$ cat config.mk
export PLATFORM = sky130hd
export DESIGN_NAME = mem_port_arbiter_flat
export DESIGN_NICKNAME = d
export VERILOG_FILES = /design/src/rtl/mem_port_arbiter_if.sv /design/src/rtl/mem_port_arbiter.sv /design/src/flat_wrapper.sv
export SDC_FILE = /design/constraint.sdc
export NUM_CORES = 1
export LEC_CHECK = 0
export ABC_AREA = 1
export BUFFER_PORTS_ARGS = -buffer_cell sky130_fd_sc_hd__buf_4
export CORE_MARGIN = 2
export CORE_UTILIZATION = 45
export DETAILED_ROUTE_END_ITERATION = 12
export PLACE_DENSITY = 0.65
export SLEW_MARGIN = 20
export SYNTH_ARGS = -nofsm -noshare
export SYNTH_HDL_FRONTEND = slang
export SYNTH_SLANG_ARGS = --single-unit
export TNS_END_PERCENT = 1
$ cat constraint.sdc
create_clock -name clock -period 1.4 [get_ports clock]
set_input_delay 0.14 -clock clock [delete_from_list [all_inputs] [get_ports clock]]
set_output_delay 0.14 -clock clock [all_outputs]
set_load 0.1 [all_outputs]
$ cat src/rtl/mem_port_arbiter_if.sv
// Command/response bundle between two requesters and the shared-array arbiter.
// A requester holds req with stable we/addr/wdata until its one-cycle gnt pulse appears.
interface mem_port_arbiter_if #(
   parameter int DW = 2,
   parameter int AW = 2
);
   logic          req0;
   logic          req1;
   logic          we0;
   logic          we1;
   logic [AW-1:0] addr0;
   logic [AW-1:0] addr1;
   logic [DW-1:0] wdata0;
   logic [DW-1:0] wdata1;
   logic          gnt0;
   logic          gnt1;
   logic          rvalid0;
   logic          rvalid1;
   logic [DW-1:0] rdata;
   logic          busy;
   logic          state_dbg;

   modport master (
      output req0, req1, we0, we1, addr0, addr1, wdata0, wdata1,
      input  gnt0, gnt1, rvalid0, rvalid1, rdata, busy, state_dbg
   );

   modport slave (
      input  req0, req1, we0, we1, addr0, addr1, wdata0, wdata1,
      output gnt0, gnt1, rvalid0, rvalid1, rdata, busy, state_dbg
   );
endinterface

$ cat src/rtl/mem_port_arbiter.sv
// Round-robin scheduler for two requesters sharing one single-ported register array.
// Each command takes IDLE -> ACCESS -> IDLE; gnt and rvalid are registered one-cycle pulses.
module mem_port_arbiter #(
   parameter int DW = 2,
   parameter int AW = 2
) (
   input  logic               clock,
   input  logic               reset,
   mem_port_arbiter_if.slave  bus
);
   localparam int DEPTH = 2 ** AW;

   typedef enum logic {
      IDLE   = 1'b0,
      ACCESS = 1'b1
   } state_t;

   state_t        state_q;
   logic          last_q;
   logic          cmd_we_q;
   logic [AW-1:0] cmd_addr_q;
   logic [DW-1:0] cmd_wdata_q;
   logic          cmd_who_q;
   logic          gnt0_q;
   logic          gnt1_q;
   logic          rvalid0_q;
   logic          rvalid1_q;
   logic [DW-1:0] rdata_q;
   logic          busy_q;
   logic [DW-1:0] mem_q [DEPTH];

   logic          win1_d;
   logic          cmd_we_d;
   logic [AW-1:0] cmd_addr_d;
   logic [DW-1:0] cmd_wdata_d;

   // On a tie the requester that was not served last wins.
   always_comb begin
      win1_d      = bus.req1 & (~bus.req0 | ~last_q);
      cmd_we_d    = win1_d ? bus.we1    : bus.we0;
      cmd_addr_d  = win1_d ? bus.addr1  : bus.addr0;
      cmd_wdata_d = win1_d ? bus.wdata1 : bus.wdata0;
   end

   always_ff @(posedge clock) begin
      if (reset) begin
         state_q     <= IDLE;
         last_q      <= 1'b1;
         cmd_we_q    <= 1'b0;
         cmd_addr_q  <= '0;
         cmd_wdata_q <= '0;
         cmd_who_q   <= 1'b0;
         gnt0_q      <= 1'b0;
         gnt1_q      <= 1'b0;
         rvalid0_q   <= 1'b0;
         rvalid1_q   <= 1'b0;
         rdata_q     <= '0;
         busy_q      <= 1'b0;
         for (int i = 0; i < DEPTH; i++) begin
            mem_q[i] <= '0;
         end
      end else begin
         gnt0_q    <= 1'b0;
         gnt1_q    <= 1'b0;
         rvalid0_q <= 1'b0;
         rvalid1_q <= 1'b0;
         case (state_q)
            IDLE: begin
               if (bus.req0 || bus.req1) begin
                  cmd_we_q    <= cmd_we_d;
                  cmd_addr_q  <= cmd_addr_d;
                  cmd_wdata_q <= cmd_wdata_d;
                  cmd_who_q   <= win1_d;
                  last_q      <= win1_d;
                  gnt0_q      <= ~win1_d;
                  gnt1_q      <= win1_d;
                  busy_q      <= 1'b1;
                  state_q     <= ACCESS;
               end
            end
            ACCESS: begin
               if (cmd_we_q) begin
                  mem_q[cmd_addr_q] <= cmd_wdata_q;
               end else begin
                  rdata_q   <= mem_q[cmd_addr_q];
                  rvalid0_q <= ~cmd_who_q;
                  rvalid1_q <= cmd_who_q;
               end
               busy_q  <= 1'b0;
               state_q <= IDLE;
            end
            default: begin
               busy_q  <= 1'b0;
               state_q <= IDLE;
            end
         endcase
      end
   end

   assign bus.gnt0      = gnt0_q;
   assign bus.gnt1      = gnt1_q;
   assign bus.rvalid0   = rvalid0_q;
   assign bus.rvalid1   = rvalid1_q;
   assign bus.rdata     = rdata_q;
   assign bus.busy      = busy_q;
   assign bus.state_dbg = (state_q == ACCESS);
endmodule

$ cat src/flat_wrapper.sv
// flat-port wrapper written by rule: the top's interface ports become plain ports
module mem_port_arbiter_flat 
#(
   parameter int DW = 2,
   parameter int AW = 2
)
  (clock, reset, bus_req0, bus_req1, bus_we0, bus_we1, bus_addr0, bus_addr1, bus_wdata0, bus_wdata1, bus_gnt0, bus_gnt1, bus_rvalid0, bus_rvalid1, bus_rdata, bus_busy, bus_state_dbg);
  mem_port_arbiter_if #(.DW(DW), .AW(AW)) bus_i ();
  input  logic clock;
  input  logic reset;
  input wire logic [$bits(bus_i.req0)-1:0] bus_req0;
  input wire logic [$bits(bus_i.req1)-1:0] bus_req1;
  input wire logic [$bits(bus_i.we0)-1:0] bus_we0;
  input wire logic [$bits(bus_i.we1)-1:0] bus_we1;
  input wire logic [$bits(bus_i.addr0)-1:0] bus_addr0;
  input wire logic [$bits(bus_i.addr1)-1:0] bus_addr1;
  input wire logic [$bits(bus_i.wdata0)-1:0] bus_wdata0;
  input wire logic [$bits(bus_i.wdata1)-1:0] bus_wdata1;
  output wire logic [$bits(bus_i.gnt0)-1:0] bus_gnt0;
  output wire logic [$bits(bus_i.gnt1)-1:0] bus_gnt1;
  output wire logic [$bits(bus_i.rvalid0)-1:0] bus_rvalid0;
  output wire logic [$bits(bus_i.rvalid1)-1:0] bus_rvalid1;
  output wire logic [$bits(bus_i.rdata)-1:0] bus_rdata;
  output wire logic [$bits(bus_i.busy)-1:0] bus_busy;
  output wire logic [$bits(bus_i.state_dbg)-1:0] bus_state_dbg;
  assign bus_i.req0 = bus_req0;
  assign bus_i.req1 = bus_req1;
  assign bus_i.we0 = bus_we0;
  assign bus_i.we1 = bus_we1;
  assign bus_i.addr0 = bus_addr0;
  assign bus_i.addr1 = bus_addr1;
  assign bus_i.wdata0 = bus_wdata0;
  assign bus_i.wdata1 = bus_wdata1;
  assign bus_gnt0 = bus_i.gnt0;
  assign bus_gnt1 = bus_i.gnt1;
  assign bus_rvalid0 = bus_i.rvalid0;
  assign bus_rvalid1 = bus_i.rvalid1;
  assign bus_rdata = bus_i.rdata;
  assign bus_busy = bus_i.busy;
  assign bus_state_dbg = bus_i.state_dbg;
  mem_port_arbiter #(.DW(DW), .AW(AW)) u_core (.clock(clock), .reset(reset), .bus(bus_i));
endmodule
==> metrics <==
outcome=complete, no violations; Congestion Overflow GR=0; CTS tree=yes; post-route design area=0.00125 mm^2; Peak VDD IR=0.834 mV; Clock transition at path regs=0.12 ns; Num CTS Buffers=3; syn nets=149; Post-DP Area=0.00122 mm^2; CP most frequent cell=nand2_1; met1 usage=17.2%; Yosys top cell area share=29.3%; CP peak stage delay=0.44 ns; Top Usage Layer GRT=met2; Skew-Pair Late Insertion Delay=0.31 ns; Synth-to-Final Area Change=21.6%; gr usage total=15.1%; GR Layer Usage met3=1.72%; Yosys cell types=17; Routed WL=1.78 mm; CTS H-tree lvls=1; synth warn=0; RSZ-0062 raised after global routing=false; layout cells sized above 1=20.8%; Final min period=1.24 ns; Req. time, crit path=1.43 ns; DRT antenna net count=0; Hold Buf Count CTS=0; Worst setup EP type=flop; core area=0.00219 mm^2; Seq/Total Area, Yosys=52.7%; skew final=0.00666 ns; Die W=51.7 um; final setup TNS=0 ns; Detailed Route Iter0 Violations=21; Port Buffers=21; DP Cell Count=183; Worst Hold End=u_core.bus.rvalid0$_SDFF_PP0_; Synth area leaders=dfxtp_1 (29%), edfxtp_1 (23%), nor2_1 (12%); DIE AREA=0.00267 mm^2; pre-CTS setup slack=0.205 ns; Hold Crit Start=reset; Initial Util=46.8%; RD Place Congestion=0.783; post-route insts no fill=187; reg-to-reg slack, setup=0.16 ns; most frequent cells in the layout=nor2_1 (33), inv_1 (29), buf_4 (23); CTS Buffer Depth=2; final hold violations=0; max-slew violations=0; data arrival time of the worst path=1.27 ns; Post-Route Utilization=56.9%; height of the die=51.7 um; most common cell after layout, fill and taps aside=nor2_1; DR DRC count=0; # Post-CTS Setup Buffers=0; Vias/cell=4.68; hold path depth=2; Slew HR=78.8%; synthesized cell area=0.00102 mm^2; io pins=22; Hold WS=0.0311 ns; Max Fclk=807 MHz; vias in the first global route=750; first-pass GRT wire length=2.99 mm; Setup CP Type=reg -> reg; Setup WS post-layout=0.160 ns; WL/cell=9.54 um; nets=174; vias=875; Least-Margin Pin Slew=0.316 ns; top cell type by total area after synthesis=dfxtp_1; Tcrit/Tclk final=88.6%; Synth Instances=135; #FFs+latches synth=23; Worst R2R Path Depth=4; Syn Area/Cell=7.59 um^2; Leak=0.616 nW; ANT cells=0; placed wire-length estimate=1.40 mm; reg2reg end=u_core.mem_q[0][1]$_SDFFCE_PN0P_; CTS-repair resized insts=0; CP cell instances=nand3_2 -> nor2_2 -> nand2_1 -> nand2_1; setup violators final=0; M2 GR Usage=26.9%; first-pass detailed-route iteration total=4; Clock Sinks=23; initial antenna violation count=0; Power Density=1110 mW/mm^2; overall power=1.39 mW; HP Class=in -> reg; Rows=17; CP max stage cell=dfxtp_1; worst-path maximum fanout=4; CP startpoint kind=flop; Max Cap Viol=0; CTS Root Cell=clkbuf_4; reg2reg start=u_core.cmd_we_q$_SDFFE_PP0P_; largest net degree at the start of global routing=14; number of fill cells in the layout=204
layout make-up:
| cell class | count | area, um^2 | area share [%] |
|---|---|---|---|
| Sequential cell | 23 | 544 | 43.7 |
| Inverter | 29 | 109 | 8.73 |
| Timing Repair Buffer | 23 | 173 | 13.9 |
| Clock inverter | 1 | 5.00 | 0.402 |
| Tap cell | 28 | 35.0 | 2.81 |
| Multi-Input combinational cell | 80 | 358 | 28.7 |
| Clock buffer | 3 | 22.5 | 1.81 |
logic make-up (layout without fill, tap and decap cells):
kind of cell	count (synthesis)	count (layout)	share of synthesized area (%)
buf+inv	32	56	12.3
flops	23	23	52.7
simple gates	66	66	27.8
compound gates	14	14	7.08
power by group:
part           internal, mW  total [mW]  leakage [nW]  switching (mW)
registers             0.737       0.769         0.208          0.0321
clock network         0.107       0.295        0.0177           0.189
logic                0.0973       0.325         0.391           0.227
synthesized netlist by cell type (all sizes together):
cell	n
nor2	36
inv	29
nand2	20
dfxtp	15
o21ai	10
edfxtp	8
nand3	7
nor3	3
a21oi	2
buf	2
o22ai	2
clkbuf	1
critical path: cells and delay by family (launching register included):
family,cells,cell delay [ns]
and+or+nand+nor,4,0.52
DFF,1,0.44
registers in the layout (all words and copies together) (netlist names):
| signal | count |
|---|---|
| u_core.mem_q | 8 |
| u_core.bus.rdata | 2 |
| u_core.cmd_addr_q | 2 |
| u_core.cmd_wdata_q | 2 |
| u_core.bus.busy | 1 |
| u_core.bus.gnt0 | 1 |
| u_core.bus.gnt1 | 1 |
| u_core.bus.rvalid0 | 1 |
| u_core.bus.rvalid1 | 1 |
| u_core.bus.state_dbg | 1 |
| u_core.cmd_we_q | 1 |
| u_core.cmd_who_q | 1 |
| u_core.last_q | 1 |
per-layer routing:
metal	part of all wire [%]	wire, um
met5	0	0
met4	2.3	41
met3	3.4	61
met2	51	904
met1	43	776
how the worst max path moves through the flow:
stage,from,end,cells after the start
after floorplan,u_core.bus.rdata[0]$_SDFFE_PP0P_,u_core.bus.rdata[0]$_SDFFE_PP0P_,4
after global placement,u_core.cmd_we_q$_SDFFE_PP0P_,u_core.mem_q[2][0]$_SDFFCE_PN0P_,4
after detailed placement,u_core.cmd_we_q$_SDFFE_PP0P_,u_core.mem_q[2][0]$_SDFFCE_PN0P_,4
after CTS,u_core.cmd_we_q$_SDFFE_PP0P_,u_core.mem_q[2][0]$_SDFFCE_PN0P_,4
after global routing,u_core.cmd_we_q$_SDFFE_PP0P_,u_core.mem_q[1][1]$_SDFFCE_PN0P_,4
final,u_core.cmd_we_q$_SDFFE_PP0P_,u_core.mem_q[0][1]$_SDFFCE_PN0P_,4
Note: power is estimated with default switching activity, not from simulation.
